**src/rtl/key_seq_player.sv**
```systemverilog
// Plays a packed 4-key sequence on the arrow display, one key per dwell period, then pulses play_done.
// Define KEYPLAY_GAP_EN to insert a blank gap of GAP_CYCLES after every shown key.
module key_seq_player #(
  parameter int DWELL_CYCLES = 25_000_000,
  parameter int GAP_CYCLES   = 5_000_000
) (
  input  logic        clk,
  input  logic        reset_n,
  input  logic        start,
  input  logic        abort,
  input  logic [15:0] key_seq,
  output logic [3:0]  disp_key,
  output logic        disp_valid,
  output logic [1:0]  key_index,
  output logic        busy,
  output logic        play_done
);

  localparam int MAX_CYC = (DWELL_CYCLES > GAP_CYCLES) ? DWELL_CYCLES : GAP_CYCLES;
  localparam int TW      = $clog2(MAX_CYC + 1);
  localparam logic [TW-1:0] DWELL_LD = TW'(DWELL_CYCLES);
`ifdef KEYPLAY_GAP_EN
  localparam logic [TW-1:0] GAP_LD   = TW'(GAP_CYCLES);
`endif

  typedef enum logic [1:0] {
    IDLE = 2'd0,
    SHOW = 2'd1,
`ifdef KEYPLAY_GAP_EN
    GAP  = 2'd2,
`endif
    DONE = 2'd3
  } state_t;

  state_t          r_state;
  state_t          w_state_nxt;
  logic [15:0]     r_seq;
  logic [1:0]      r_idx;
  logic [TW-1:0]   r_timer;
  logic [1:0]      w_idx_inc;
  logic [3:0]      w_nib_cur;
  logic [3:0]      w_nib_next;
  logic            w_expired;
  logic            w_last;
  logic            w_accept;

  function automatic logic [3:0] sel_nib(input logic [15:0] s, input logic [1:0] i);
    case (i)
      2'd0:    return s[15:12];
      2'd1:    return s[11:8];
      2'd2:    return s[7:4];
      default: return s[3:0];
    endcase
  endfunction

  assign w_idx_inc  = r_idx + 2'd1;
  assign w_nib_cur  = sel_nib(r_seq, r_idx);
  assign w_nib_next = sel_nib(r_seq, w_idx_inc);
  assign w_expired  = (r_timer == TW'(1));
  // Playback ends after slot 3 or when the following slot holds the terminator.
  assign w_last     = (r_idx == 2'd3) || (w_nib_next == 4'hF);
  assign w_accept   = start && !abort;

  always_ff @(posedge clk or negedge reset_n) begin
    if (!reset_n) r_state <= IDLE;
    else          r_state <= w_state_nxt;
  end

  always_comb begin
    w_state_nxt = r_state;
    case (r_state)
      IDLE: if (w_accept) w_state_nxt = (key_seq[15:12] == 4'hF) ? DONE : SHOW;
      SHOW: begin
        if (abort) w_state_nxt = IDLE;
        else if (w_expired) begin
`ifdef KEYPLAY_GAP_EN
          w_state_nxt = GAP;
`else
          w_state_nxt = w_last ? DONE : SHOW;
`endif
        end
      end
`ifdef KEYPLAY_GAP_EN
      GAP: begin
        if (abort) w_state_nxt = IDLE;
        else if (w_expired) w_state_nxt = w_last ? DONE : SHOW;
      end
`endif
      DONE:    w_state_nxt = IDLE;
      default: w_state_nxt = IDLE;
    endcase
  end

  always_ff @(posedge clk or negedge reset_n) begin
    if (!reset_n) begin
      r_seq   <= '0;
      r_idx   <= '0;
      r_timer <= '0;
    end else begin
      case (r_state)
        IDLE: if (w_accept) begin
          r_seq   <= key_seq;
          r_idx   <= '0;
          r_timer <= DWELL_LD;
        end
        SHOW: begin
          if (w_expired) begin
`ifdef KEYPLAY_GAP_EN
            r_timer <= GAP_LD;
`else
            if (!w_last) r_idx <= w_idx_inc;
            r_timer <= DWELL_LD;
`endif
          end else begin
            r_timer <= r_timer - TW'(1);
          end
        end
`ifdef KEYPLAY_GAP_EN
        GAP: begin
          if (w_expired) begin
            if (!w_last) r_idx <= w_idx_inc;
            r_timer <= DWELL_LD;
          end else begin
            r_timer <= r_timer - TW'(1);
          end
        end
`endif
        default: ;
      endcase
    end
  end

  always_comb begin
    disp_key   = 4'h0;
    disp_valid = 1'b0;
    key_index  = r_idx;
    busy       = (r_state != IDLE);
    play_done  = (r_state == DONE);
    if (r_state == SHOW) begin
      disp_key   = w_nib_cur;
      disp_valid = 1'b1;
    end
  end

endmodule

```
**config.mk**
```make
export PLATFORM = sky130hd
export DESIGN_NAME = key_seq_player
export DESIGN_NICKNAME = d
export VERILOG_FILES = /design/src/rtl/key_seq_player.sv
export SDC_FILE = /design/constraint.sdc
export NUM_CORES = 1
export LEC_CHECK = 0
export ABC_CLOCK_PERIOD_IN_PS = 3000
export CORE_MARGIN = 4
export CORE_UTILIZATION = 50
export CTS_CLUSTER_DIAMETER = 40
export DETAILED_ROUTE_END_ITERATION = 16
export GPL_TIMING_DRIVEN = 0
export PLACE_DENSITY = 0.73
export SYNTH_ARGS = -nofsm -noshare
export SYNTH_HDL_FRONTEND = slang
export SYNTH_SLANG_ARGS = --single-unit
```
**constraint.sdc**
```tcl
create_clock -name clk -period 3 [get_ports clk]
set_clock_uncertainty 0.15 [all_clocks]
set_input_delay 0.45 -clock clk [delete_from_list [all_inputs] [get_ports clk]]
set_output_delay 0.45 -clock clk [all_outputs]
set_load 0.03 [all_outputs]
```
==> insert_results.sql <==
INSERT INTO impl_metrics (metric_group, metric, value, unit) VALUES
('placed_design', 'weighted_congestion_at_the_end_of_routability_driven_global_placement', '0.7925', ''),
('routing', 'drtIter0Drc', '146', ''),
('setup_path', 'max_stage_delay', '0.46', 'ns'),
('min_path', 'path_category_of_the_worst_min_delay_check', 'reg2reg', ''),
('setup_path', 'cpMostUsedCell', 'sky130_fd_sc_hd__nor2_1', ''),
('placed_design', 'dpl_worst_slack', '-0.009907', 'ns'),
('yosys', 'synthCells', '246', ''),
('setup_path', 'cp.arrival', '2.24', 'ns'),
('finish', 'syn_to_final_growth', '20.06', '%'),
('placed_design', 'dp_hpwl', '3824', 'um'),
('yosys', 'synth_largest_area_cell', 'sky130_fd_sc_hd__dfrtp_1', ''),
('yosys', 'synthesis.area_per_instance', '10.01', 'um^2'),
('sta', 'period_needed', '2.841', 'ns'),
('setup_path', 'worst_path_max_delay_cell', 'sky130_fd_sc_hd__dfrtp_2', ''),
('setup_path', 'critical_path.n_buffers_inverters', '3', ''),
('min_path', 'min_path_cells', '1', ''),
('yosys', 'synth-async-reset-ratio', '100.0', '%'),
('clock_tree', 'cts_sinks', '45', ''),
('pwr', 'fin_total_pwr', '2.661', 'mW'),
('pwr', 'power.ir.vdd_worst', '0.2998', 'mV'),
('floorplan', 'fp.dieArea', '6114', 'um^2'),
('clock_tree', 'htree_levels', '2', ''),
('finish', 'filler_cell_count', '401', ''),
('yosys', 'library_cells_used_by_synthesis', '45', ''),
('yosys', 'share_of_the_synthesized_area_in_compound_gates_ao_oa_aoi_oai', '14.17', '%'),
('setup_path', 'crit_required', '2.40', 'ns'),
('yosys', 'synth_seq_area_share', '45.71', '%'),
('finish', 'post_route_insts_no_fill', '351', ''),
('routing', 'detail-route-antenna-nets', '0', ''),
('global_routing', 'grt_antenna_before_repair', '0', ''),
('yosys', 'synth_mux_area_share', '7.313', '%'),
('sta', 'timing.fmax', '352.0', 'MHz'),
('yosys', 'ys_top_cells_by_count', '45 x sky130_fd_sc_hd__dfrtp_1, 20 x sky130_fd_sc_hd__nor2_1, 18 x sky130_fd_sc_hd__nand2_1', ''),
('floorplan', 'die-height', '78.20', 'um'),
('sta', 'grt_setup_unrepaired', 'false', ''),
('routing', 'detail_route.vias_per_cell', '5.536', ''),
('yosys', 'yosysWarningCount', '0', ''),
('clock_tree', 'cts-root-buf', 'sky130_fd_sc_hd__clkbuf_8', ''),
('floorplan', 'floorplan.io_pins', '29', ''),
('setup_path', 'worst-path-max-fanout', '8', ''),
('routing', 'total_drc_errors_in_the_routed_layout', '0', ''),
('finish', 'final_design_area_excluding_fillers', '2958', 'um^2'),
('yosys', 'simple_gate_fraction_of_synth_area', '21.58', '%'),
('yosys', 'synth_top_cell_area_share', '45.71', '%'),
('sta', 'post_route_fraction_of_the_period_consumed_by_the_critical_path', '94.70', '%'),
('sta', 'final-setup-viol-count', '0', ''),
('clock_tree', 'max-clock-path-buffers', '2', ''),
('placed_design', 'dpl.cell_count', '342', ''),
('sta', 'timing.max_slew.rel_slack', '33.17', '%'),
('placed_design', 'place_area', '2850', 'um^2'),
('sta', 'final.setup.worst_slack', '0.1590', 'ns'),
('global_routing', 'pin_count_of_the_biggest_net_entering_global_routing', '24', ''),
('flow_run', 'drv.max_cap_violation_count', '0', ''),
('global_routing', 'grt_pass1_wl', '9156', 'um'),
('clock_tree', 'cts_tree', 'done', ''),
('sta', 'timing_max_transition_violations_final', '0', ''),
('routing', 'drt-pass1-iter-count', '5', ''),
('setup_path', 'ff2ff_path_depth', '4', ''),
('sta', 'totalNegativeSetupSlack', '0', 'ns'),
('placed_design', 'placement.io_buffers', '28', ''),
('setup_path', 'worst_setup_path_end_kind', 'output pin', ''),
('yosys', 'synthXorXnorAreaFrac', '4.622', '%'),
('global_routing', 'grtUsageTotal', '18.63', '%'),
('yosys', 'most_frequent_cell_after_synthesis', 'sky130_fd_sc_hd__dfrtp_1', ''),
('routing', 'detailroute.via_count', '1943', ''),
('setup_path', 'ff2ff_setup_slack', '0.44', 'ns'),
('floorplan', 'chipWidth', '78.20', 'um'),
('floorplan', 'floorplan.initialDensity', '51.82', '%'),
('finish', 'nNetsFinal', '311', ''),
('run_status', 'status', 'complete, no violations', ''),
('clock_tree', 'cts.repair_timing.setup_buffer_count', '0', '');
how the worst min path moves through the flow:
| stage | from | endpoint | slack (ns) |
|---|---|---|---|
| floorplan | reset_n | key_index[0] | 0.004 |
| global placement | r_seq[13] | r_seq[13] | 0.34 |
| detailed placement | reset_n | r_timer[13] | 0.32 |
| CTS | r_seq[15] | r_seq[15] | 0.37 |
| global route | r_seq[12] | r_seq[12] | 0.39 |
| finish | r_seq[15] | r_seq[15] | 0.37 |
stage by stage:
| stage | util [%] | hold WS [ns] |
|---|---|---|
| after global placement | 59.47 | 0.3409 |
| after CTS | 62.18 | 0.3744 |
| after detailed placement | 59.95 | 0.3198 |
| after global routing | 62.21 | 0.3906 |
| after floorplan | - | 0.004409 |
| final | 62.21 | 0.3698 |
metal layers:
| layer | vias to the layer above | GRT usage, % | share of wire [%] |
|---|---|---|---|
| met2 | 44 | 27.40 | 44 |
| met3 | 4 | 2.867 | 4.1 |
| li1 | 975 | - | - |
| met4 | 0 | 4.545 | 0.81 |
| met5 | - | 0 | 0 |
| met1 | 920 | 28.72 | 51 |
power by group:
| group | internal, mW | switching [mW] |
|---|---|---|
| registers | 0.817 | 0.221 |
| logic | 0.523 | 0.688 |
| clock network | 0.192 | 0.219 |
| total | 1.53 | 1.13 |
registers in the layout, summed over array words and instances (netlist names):
register / count
key_index: 2
r_state: 2
r_timer: 25
r_seq: 16
cell usage in the layout (no fill, tap or decap), types with 8 or more instances in the layout:
cell / n
sky130_fd_sc_hd__nor3_1: 13
sky130_fd_sc_hd__a21oi_1: 12
sky130_fd_sc_hd__mux2_2: 16
sky130_fd_sc_hd__nor2_1: 20
sky130_fd_sc_hd__or3_1: 8
sky130_fd_sc_hd__nand2_1: 18
sky130_fd_sc_hd__xnor2_1: 9
sky130_fd_sc_hd__clkdlybuf4s50_1: 23
sky130_fd_sc_hd__o21ai_0: 9
sky130_fd_sc_hd__dfrtp_1: 43
sky130_fd_sc_hd__ha_1: 8
cells by family (layout without fill, tap and decap cells):
kind of cell / count (synthesis) / count (layout)
AOI/OAI and AO/OA: 49 / 49
xor gates and xnor gates: 13 / 13
adders and majority gates: 8 / 8
buffers and inverters: 16 / 54
DFF: 45 / 45
muxes: 16 / 16
and+or+nand+nor: 99 / 99
layout make-up:
class / count / area, um^2 / share of cell area [%]
plain buffers: 9 / 36.28 / 1.227
clock buffers: 6 / 82.58 / 2.792
clock inverters: 2 / 17.52 / 0.5922
inverters: 7 / 26.28 / 0.8883
multi-input cells: 185 / 1275 / 43.10
flip-flops and latches: 45 / 1129 / 38.16
well taps: 67 / 83.83 / 2.834
repair buffers: 30 / 307.8 / 10.41
what timing repair did:
item | in CTS | in global routing
gates resized for setup | 5 | 1
hold buffers | 1 | 0
cloned | 0 | 0
endpoints found under the setup margin | 4 | 4
hold endpoints to repair | 3 | 0
(Power assumes the default switching activity.)
